[config.mk]
export PLATFORM = sky130hd
export DESIGN_NAME = matrix_mult_seq
export DESIGN_NICKNAME = d
export VERILOG_FILES = /design/src/rtl/matrix_mult_seq.sv
export SDC_FILE = /design/constraint.sdc
export NUM_CORES = 2
export LEC_CHECK = 0
export CORE_ASPECT_RATIO = 1.75
export CORE_UTILIZATION = 28
export CTS_CLUSTER_DIAMETER = 80
export DETAILED_ROUTE_END_ITERATION = 10
export PLACE_DENSITY_LB_ADDON = 0.25
export SLEW_MARGIN = 20
export SYNTH_ARGS = -nofsm -noshare
export SYNTH_HDL_FRONTEND = slang
export SYNTH_SLANG_ARGS = --single-unit
[constraint.sdc]
create_clock -name clk -period 10.8 [get_ports clk]
set_clock_uncertainty 0.1 [all_clocks]
set_input_delay 2.16 -clock clk [delete_from_list [all_inputs] [get_ports clk]]
set_output_delay 2.16 -clock clk [all_outputs]
set_load 0.05 [all_outputs]
[src/rtl/matrix_mult_seq.sv]
// ============================================================================
//  Module   : matrix_mult_seq
//  Purpose  : Sequential N x N signed matrix multiplier. Computes C = A*B,
//             or C = A*B^T when mode_bt is latched high with start. A single
//             multiply-accumulate unit is time-shared over all N^3 products.
//  Ports    : clk, rst_n (async, active-low)
//             start / mode_bt        - job request and transpose select
//             in_valid/in_ready/in_data    - operand stream, A then B, row-major
//             out_valid/out_ready/out_data - result stream, row-major
//             out_last               - marks C[N-1][N-1]
//             busy                   - high outside IDLE
//             done                   - one-cycle pulse after last result
//  Revision : 1.0 - initial release
// ============================================================================
`default_nettype none

module matrix_mult_seq #(
    parameter  int N  = 8,
    parameter  int DW = 8,
    localparam int OW = 2*DW + $clog2(N)
) (
    input  logic          clk,
    input  logic          rst_n,
    input  logic          start,
    input  logic          mode_bt,
    input  logic          in_valid,
    output logic          in_ready,
    input  logic [DW-1:0] in_data,
    output logic          out_valid,
    input  logic          out_ready,
    output logic [OW-1:0] out_data,
    output logic          out_last,
    output logic          busy,
    output logic          done
);

    localparam int NN = N*N;
    localparam int IW = $clog2(N);
    localparam int AW = $clog2(NN);
    localparam int CW = $clog2(2*NN);
    localparam int EW = OW - 2*DW;

    typedef enum logic [1:0] {
        S_IDLE    = 2'd0,
        S_LOAD    = 2'd1,
        S_COMPUTE = 2'd2,
        S_OUTPUT  = 2'd3
    } state_t;

    state_t r_state;
    state_t w_next;

    // Operand and result storage (not reset)
    logic signed [DW-1:0]   r_a [NN];
    logic signed [DW-1:0]   r_b [NN];
    logic signed [OW-1:0]   r_c [NN];

    logic                   r_mode;
    logic [CW-1:0]          r_cnt;
    logic [IW-1:0]          r_i;
    logic [IW-1:0]          r_j;
    logic [IW-1:0]          r_k;
    logic                   r_issue_done;

    // Product pipeline stage: the extra cycle this adds is the one cycle
    // between the final product issue and the first valid output.
    logic                   r_pv;
    logic                   r_pk0;
    logic                   r_plast;
    logic [AW-1:0]          r_pidx;
    logic signed [2*DW-1:0] r_prod;
    logic signed [OW-1:0]   r_acc;

    logic [AW-1:0]          r_oidx;
    logic                   r_done;

    logic                   w_in_fire;
    logic                   w_load_last;
    logic                   w_issue;
    logic                   w_issue_last;
    logic                   w_drain_last;
    logic                   w_out_fire;
    logic                   w_out_last_fire;
    logic [AW-1:0]          w_a_idx;
    logic [AW-1:0]          w_b_idx;
    logic [AW-1:0]          w_c_idx;
    logic signed [2*DW-1:0] w_prod;
    logic signed [OW-1:0]   w_prod_ext;
    logic signed [OW-1:0]   w_acc_next;

    // ------------------------------------------------------------------
    // Control decode
    // ------------------------------------------------------------------
    assign w_in_fire       = (r_state == S_LOAD) && in_valid;
    assign w_load_last     = w_in_fire && (r_cnt == CW'(2*NN-1));
    assign w_issue         = (r_state == S_COMPUTE) && !r_issue_done;
    assign w_issue_last    = w_issue && (r_i == IW'(N-1)) && (r_j == IW'(N-1))
                             && (r_k == IW'(N-1));
    assign w_drain_last    = r_pv && r_plast && (r_pidx == AW'(NN-1));
    assign w_out_fire      = (r_state == S_OUTPUT) && out_ready;
    assign w_out_last_fire = w_out_fire && (r_oidx == AW'(NN-1));

    // ------------------------------------------------------------------
    // Datapath: operand addressing, product, accumulate
    // ------------------------------------------------------------------
    assign w_a_idx    = AW'(r_i * N + r_k);
    // Transpose mode reads B[j][k] instead of B[k][j]
    assign w_b_idx    = r_mode ? AW'(r_j * N + r_k) : AW'(r_k * N + r_j);
    assign w_c_idx    = AW'(r_i * N + r_j);
    assign w_prod     = r_a[w_a_idx] * r_b[w_b_idx];
    assign w_prod_ext = {{EW{r_prod[2*DW-1]}}, r_prod};
    assign w_acc_next = (r_pk0 ? '0 : r_acc) + w_prod_ext;

    // ------------------------------------------------------------------
    // FSM
    // ------------------------------------------------------------------
    always_ff @(posedge clk or negedge rst_n) begin
        if (!rst_n) begin
            r_state <= S_IDLE;
        end else begin
            r_state <= w_next;
        end
    end

    always_comb begin
        w_next = r_state;
        case (r_state)
            S_IDLE:    if (start)           w_next = S_LOAD;
            S_LOAD:    if (w_load_last)     w_next = S_COMPUTE;
            S_COMPUTE: if (w_drain_last)    w_next = S_OUTPUT;
            S_OUTPUT:  if (w_out_last_fire) w_next = S_IDLE;
            default:                        w_next = S_IDLE;
        endcase
    end

    // ------------------------------------------------------------------
    // Counters and pipeline control
    // ------------------------------------------------------------------
    always_ff @(posedge clk or negedge rst_n) begin
        if (!rst_n) begin
            r_mode       <= 1'b0;
            r_cnt        <= '0;
            r_i          <= '0;
            r_j          <= '0;
            r_k          <= '0;
            r_issue_done <= 1'b0;
            r_pv         <= 1'b0;
            r_pk0        <= 1'b0;
            r_plast      <= 1'b0;
            r_pidx       <= '0;
            r_acc        <= '0;
            r_oidx       <= '0;
            r_done       <= 1'b0;
        end else begin
            if ((r_state == S_IDLE) && start) begin
                r_mode <= mode_bt;
            end

            if (w_in_fire) begin
                r_cnt <= w_load_last ? '0 : r_cnt + CW'(1);
            end

            if (r_state == S_LOAD) begin
                r_issue_done <= 1'b0;
            end

            // i/j/k walk row-major over C with k innermost; all three wrap
            // back to zero after the final issue so the next job starts clean.
            if (w_issue) begin
                if (r_k == IW'(N-1)) begin
                    r_k <= '0;
                    if (r_j == IW'(N-1)) begin
                        r_j <= '0;
                        r_i <= (r_i == IW'(N-1)) ? '0 : r_i + IW'(1);
                    end else begin
                        r_j <= r_j + IW'(1);
                    end
                end else begin
                    r_k <= r_k + IW'(1);
                end
                if (w_issue_last) begin
                    r_issue_done <= 1'b1;
                end
            end

            r_pv    <= w_issue;
            r_pk0   <= (r_k == '0);
            r_plast <= (r_k == IW'(N-1));
            r_pidx  <= w_c_idx;

            if (r_pv) begin
                r_acc <= w_acc_next;
            end

            if (w_out_fire) begin
                r_oidx <= w_out_last_fire ? '0 : r_oidx + AW'(1);
            end

            r_done <= w_out_last_fire;
        end
    end

    // ------------------------------------------------------------------
    // Storage writes
    // ------------------------------------------------------------------
    always_ff @(posedge clk) begin
        if (w_in_fire) begin
            if (r_cnt < CW'(NN)) begin
                r_a[AW'(r_cnt)] <= in_data;
            end else begin
                r_b[AW'(r_cnt - CW'(NN))] <= in_data;
            end
        end
        r_prod <= w_prod;
        if (r_pv && r_plast) begin
            r_c[r_pidx] <= w_acc_next;
        end
    end

    // ------------------------------------------------------------------
    // Outputs (decoded from registered state only)
    // ------------------------------------------------------------------
    assign in_ready  = (r_state == S_LOAD);
    assign out_valid = (r_state == S_OUTPUT);
    assign out_data  = (r_state == S_OUTPUT) ? r_c[r_oidx] : '0;
    assign out_last  = (r_state == S_OUTPUT) && (r_oidx == AW'(NN-1));
    assign busy      = (r_state != S_IDLE);
    assign done      = r_done;

endmodule

`default_nettype wire

# Word level (Yosys, flattened, before mapping)
# Memories as Yosys holds them, arrays and structs flattened.
# Index checks and enable logic that the tools add are counted.
dict set report totals {
  regBits 71
  latchBits 0
  mem_bits_rw 2240
  romBits 0
  inputBits 14
  output_inout_bits 24
  wordCells 87
  mem_count 3
}
dict set report classes {
  n_addsub 11
  n_mul 1
  div_mod_pow 0
  n_lt_le_gt_ge 1
  eq_ne 13
  shifts 0
  n_mux 24
  bitwise_logic 0
  n_reduce_logical 19
}
# memory words word_bits rd rd_ports_with_merged_regs write_ports line_no
set memory_table {}
lappend memory_table {r_c 64 19 1 0 1 56} ;# logic signed [OW-1:0] r_c [NN];
lappend memory_table {r_a 64 8 1 0 1 54} ;# logic signed [DW-1:0] r_a [NN];
lappend memory_table {r_b 64 8 1 0 1 55} ;# logic signed [DW-1:0] r_b [NN];
# cell count
set op_table {}
lappend op_table {{$mux 19} 2}
lappend op_table {{$add 6x3->6} 4}
lappend op_table {{$add 19x19->19} 1}
lappend op_table {{$mul 8x8->16} 1}
lappend op_table {{$eq 6x6->1 const B} 2}
lappend op_table {{$logic_and 1x1->1} 12}
lappend op_table {{$mux 6} 2}
lappend op_table {{$mux 1} 11}
lappend op_table {{$add 3x1->3 const B} 3}
lappend op_table {{$eq 3x3->1 const B} 3}
lappend op_table {{$mux 3} 3}
lappend op_table {{$mux 2} 4}
lappend op_table {{$pmux 2 s4} 1}
lappend op_table {{$add 7x1->7 const B} 1}
lappend op_table {{$eq 7x7->1 const B} 1}
lappend op_table {{$lt 7x7->1 const B} 1}
lappend op_table {{$mux 7} 1}
lappend op_table {{$add 6x1->6 const B} 1}
lappend op_table {{$sub 6x1->6 const B} 1}
lappend op_table {{$eq 2x2->1 const B} 2}
lappend op_table {{$ne 2x1->1 const B} 2}
lappend op_table {{$ne 2x2->1 const B} 2}
lappend op_table {{$reduce_and 4->1} 1}
lappend op_table {{$logic_not 3->1} 1}
lappend op_table {{other kinds (6)} 6}

# Logic depth before layout (Yosys ltp)
dict set report logic_depth {
  word_depth 7
  depth_mapped 27
  mapped_depth_nobuf 23
}

# Worst setup path after synthesis
# Ideal clock, no wire load.
dict set report synth_timing {
  path_type {reg-to-reg}
  from {register r_k[2]}
  to {register r_prod[14]}
  setup_time_ns 0.106
  arrival_ns 5.799
  setup_slack_ns 4.795
  path_stages_with_launch 26
  cell_sequence {dfrtp_1 -> buf_2 -> nor2b_1 -> buf_2 -> a22o_1 -> buf_4 -> buf_4 -> a221oi_1 -> a31oi_1 -> o2111ai_1 -> o211ai_1 -> a21o_1 -> fa_1 -> fa_1 -> inv_1 -> fa_1 -> inv_1 -> fa_1 -> inv_1 -> ha_1 -> o21ai_0 -> a21oi_1 -> o21ai_0 -> a21oi_1 -> o21a_1 -> o311ai_0}
}
dict set report synth_between {
  elab_chain_cells 4
}
# element line_no
set synth_lines {}
lappend synth_lines {{start: declaration} 62} ;# logic [IW-1:0] r_k;
lappend synth_lines {{start signal: assignment} 179} ;# r_k <= r_k + IW'(1);
lappend synth_lines {{$add 6x3->6} 108} ;# assign w_b_idx = r_mode ? AW'(r_j * N + r_k) : AW'(r_k * N + r_j);
lappend synth_lines {{$mux 6} 108}
lappend synth_lines {{$mem_v2 64x8} --}
lappend synth_lines {{$mul 8x8->16 (*)} 110} ;# assign w_prod = r_a[w_a_idx] * r_b[w_b_idx];
lappend synth_lines {{via w_prod[14]} 87} ;# logic signed [2*DW-1:0] w_prod;
lappend synth_lines {{end signal: assignment} 214} ;# r_prod <= w_prod;
lappend synth_lines {{end: declaration} 71} ;# logic signed [2*DW-1:0] r_prod;
# Mark *: on every way through the listed nets, which the timed path passes. The rest lies on a longest branch.
# A chain may end at the register's enable or synchronous reset.

# Worst setup path after layout
dict set report layout_timing {
  from {register r_k[1]}
  to {register r_prod[14]}
}
# Same word-level chain as after synthesis.

==> results_dict.tcl <==
set metrics [dict create \
    outcome "complete, no violations" \
    hold_viol_final 0 \
    start_util_pct 28.1 \
    maxSlewHeadroom_pct 24.8 \
    critPathLaunchType "flop" \
    first_pass_iters 7 \
    antenna_found_initial 8 \
    synth_ff_type "edfxtp_1" \
    slowest_stage "a211oi_2" \
    cp_cell_sequence "nor2b_1 > a22o_1 > buf_4 > a32oi_1 > a22oi_1 > o211ai_1 > a211oi_2 > nor3_1 > fa_1 > inv_1 > fa_1 > inv_1 > fa_1 > inv_1 > fa_1 > inv_1 > ha_1 > o21ai_0 > a21oi_1 > o21ai_0 > a21oi_1 > o21a_1 > o311ai_0" \
    synth-seq-cells 2311 \
    chipWidth_um 438 \
    drv_cap 0 \
    clock_path_buffers 4 \
    post-cts-setup-buffers 0 \
    min_period_ps 8310 \
    grt_usage_pct 15.4 \
    fillers 31573 \
    timing_worst_slew_pin_value_ps 1120 \
    nNetsFinal 5019 \
    finalWeightedCongestion 0.832 \
    drive_above_1_share_pct 22.3 \
    area_delta_synth_final_pct 14.1 \
    num_rows 280 \
    yosysMostFrequentCell "edfxtp_1" \
    rsz0062_at_grt "false" \
    synth_edf_count 2240 \
    grt_pass1_vias 48271 \
    whs_ps 396 \
    yosysTopAreaCell "edfxtp_1" \
    cts-resized-gates 0 \
    synthesis.nets 4920 \
    timing.final.crit_share_pct 76.9 \
    post_drt_via_cell_ratio 4.79 \
    end_kind "flop" \
    antenna_left 0 \
    max_freq_ghz 0.120 \
    synth.top_cell.area_share_pct 72.1 \
    slew_violations 0 \
    finalSetupTns_ps 0 \
    io_pins 38 \
    cts_tree "built" \
    worstPathRequired_ps 11450 \
    grt_start_max_net_pins 108 \
    grt_pass1_wl_mm 370 \
    clk_latency_ps 910 \
    vias 45193 \
    avgSynthCellArea_um2 19.5 \
    hold_path.class "flop to flop" \
    dr.first_iter.drc_count 3507 \
    final_util_pct 32.1 \
    cts_root_buf "clkbuf_16" \
    netlist_area_mm2 0.0932 \
    synth.distinct_cells 74 \
    drt-wirelength-per-cell_um 27.6 \
    path_class "flop to flop" \
    ys_warn_count 0 \
    cpPeakStageDelay_ps 910 \
    syn_inst 4789 \
    dieArea_mm2 0.335 \
    path_clk_slew_ps 70 \
    cts_inserted_buffers 210 \
    io_buffers 37 \
    die_y_um 765 \
    htree_levels 4 \
    final_cell_count_no_fill 9428 \
    ys_seq_area_share_pct 74.0 \
    holdBufCountCts 0 \
    place_hpwl_mm 160 \
    cts_sinks 2311 \
    wirelength_mm 260 \
    fp.coreArea_mm2 0.332 \
    path_max_fanout 52 \
    cp.arrival_ps 8960 \
    dpl.cell_count 9047 \
    gr-total-overflow 0 \
    ys_async_sr_fraction_pct 2.38 \
    synth.top_cells.by_count "edfxtp_1, mux4_2, nand2_1" \
    drc 0 \
    synth_area_leaders "edfxtp_1, mux4_2, mux2i_1" \
    setup_viol 0 \
]
[worst max-delay path, delay by kind of cell, from the launching register on]
| family | cells | cell delay, ps |
|---|---|---|
| buffers and inverters | 5 | 530 |
| flip-flops | 1 | 740 |
| AO/OA/AOI/OAI | 11 | 3390 |
| adder cells (fa/ha/maj) | 5 | 2350 |
| AND/OR/NAND/NOR | 2 | 1060 |
[state kept, by name (all words and copies together), names as in the netlist, 6 cells and up]
| signal | flops |
|---|---|
| r_c | 1216 |
| r_a | 512 |
| r_b | 512 |
| r_acc | 19 |
| r_prod | 16 |
| r_cnt | 7 |
| r_oidx | 6 |
| r_pidx | 6 |
[final cells by class]
cell class | count | area, um^2 | area share, %
Sequential cell | 2311 | 69000 | 64.9
Multi-Input combinational cell | 2125 | 23400 | 22.0
Tap cell | 4371 | 5470 | 5.14
Clock buffer | 243 | 5400 | 5.08
Clock inverter | 134 | 1530 | 1.43
Timing Repair Buffer | 141 | 1200 | 1.13
Inverter | 99 | 372 | 0.349
Antenna cell | 4 | 10.0 | 0.00941
[cells by family (layout without fill, tap and decap cells)]
logic type | after synthesis | count (layout) | synth area share, %
XOR/XNOR | 36 | 36 | 0.338
adder cells (fa/ha/maj) | 117 | 117 | 2.03
other | 0 | 4 | 0
AO/OA/AOI/OAI | 303 | 303 | 2.28
multiplexers | 750 | 750 | 15.3
buffers and inverters | 353 | 617 | 1.70
AND/OR/NAND/NOR | 919 | 919 | 4.36
flip-flops | 2311 | 2311 | 74.0
[cell usage in the layout (no fill, tap or decap), drive strengths merged, types with 44 or more instances in the layout]
cell type,instances
ha,60
fa,57
o21ai,52
nand3,160
mux4,536
mux2i,170
inv,106
dfrtp,55
edfxtp,2240
clkbuf,243
nor2,247
mux2,44
buf,113
clkinv,86
a21oi,64
nand2,342
[path summary, 6_finish.rpt]
check | endpoint | from | slack [ps] | cells after the start
max | r_prod[14] | r_k[1] | 2490 | 23
min | r_issue_done | r_issue_done | 400 | 1
max reg2reg | r_prod[14] | r_k[1] | 2490 | 23
min reg2reg | r_issue_done | r_issue_done | 400 | 1
max in group asynchronous | r_k[0] | rst_n | 8520 | 1
min in group asynchronous | r_cnt[3] | rst_n | 1260 | 1
[stage by stage]
step | setup WS, ps | instance area, um^2
after floorplan | 4800 | 93200
after global placement | 2210 | 99400
after detailed placement | 2270 | 99400
after CTS | 2250 | 106000
after global routing | 2000 | 106000
final | 2490 | 106000
[layer usage]
| metal | track usage, % | wire length (um) | up-vias |
|---|---|---|---|
| met3 | 1.62 | 8120 | 350 |
| met5 | 0 | 0 | - |
| met1 | 16.6 | 93800 | 24403 |
| met2 | 30.5 | 149000 | 1000 |
| li1 | - | - | 19440 |
| met4 | 5.32 | 9060 | 0 |
Power is left out: the tool's default activity adds up to more than one toggle a clock period on the data nets, which glitch-free logic cannot reach.
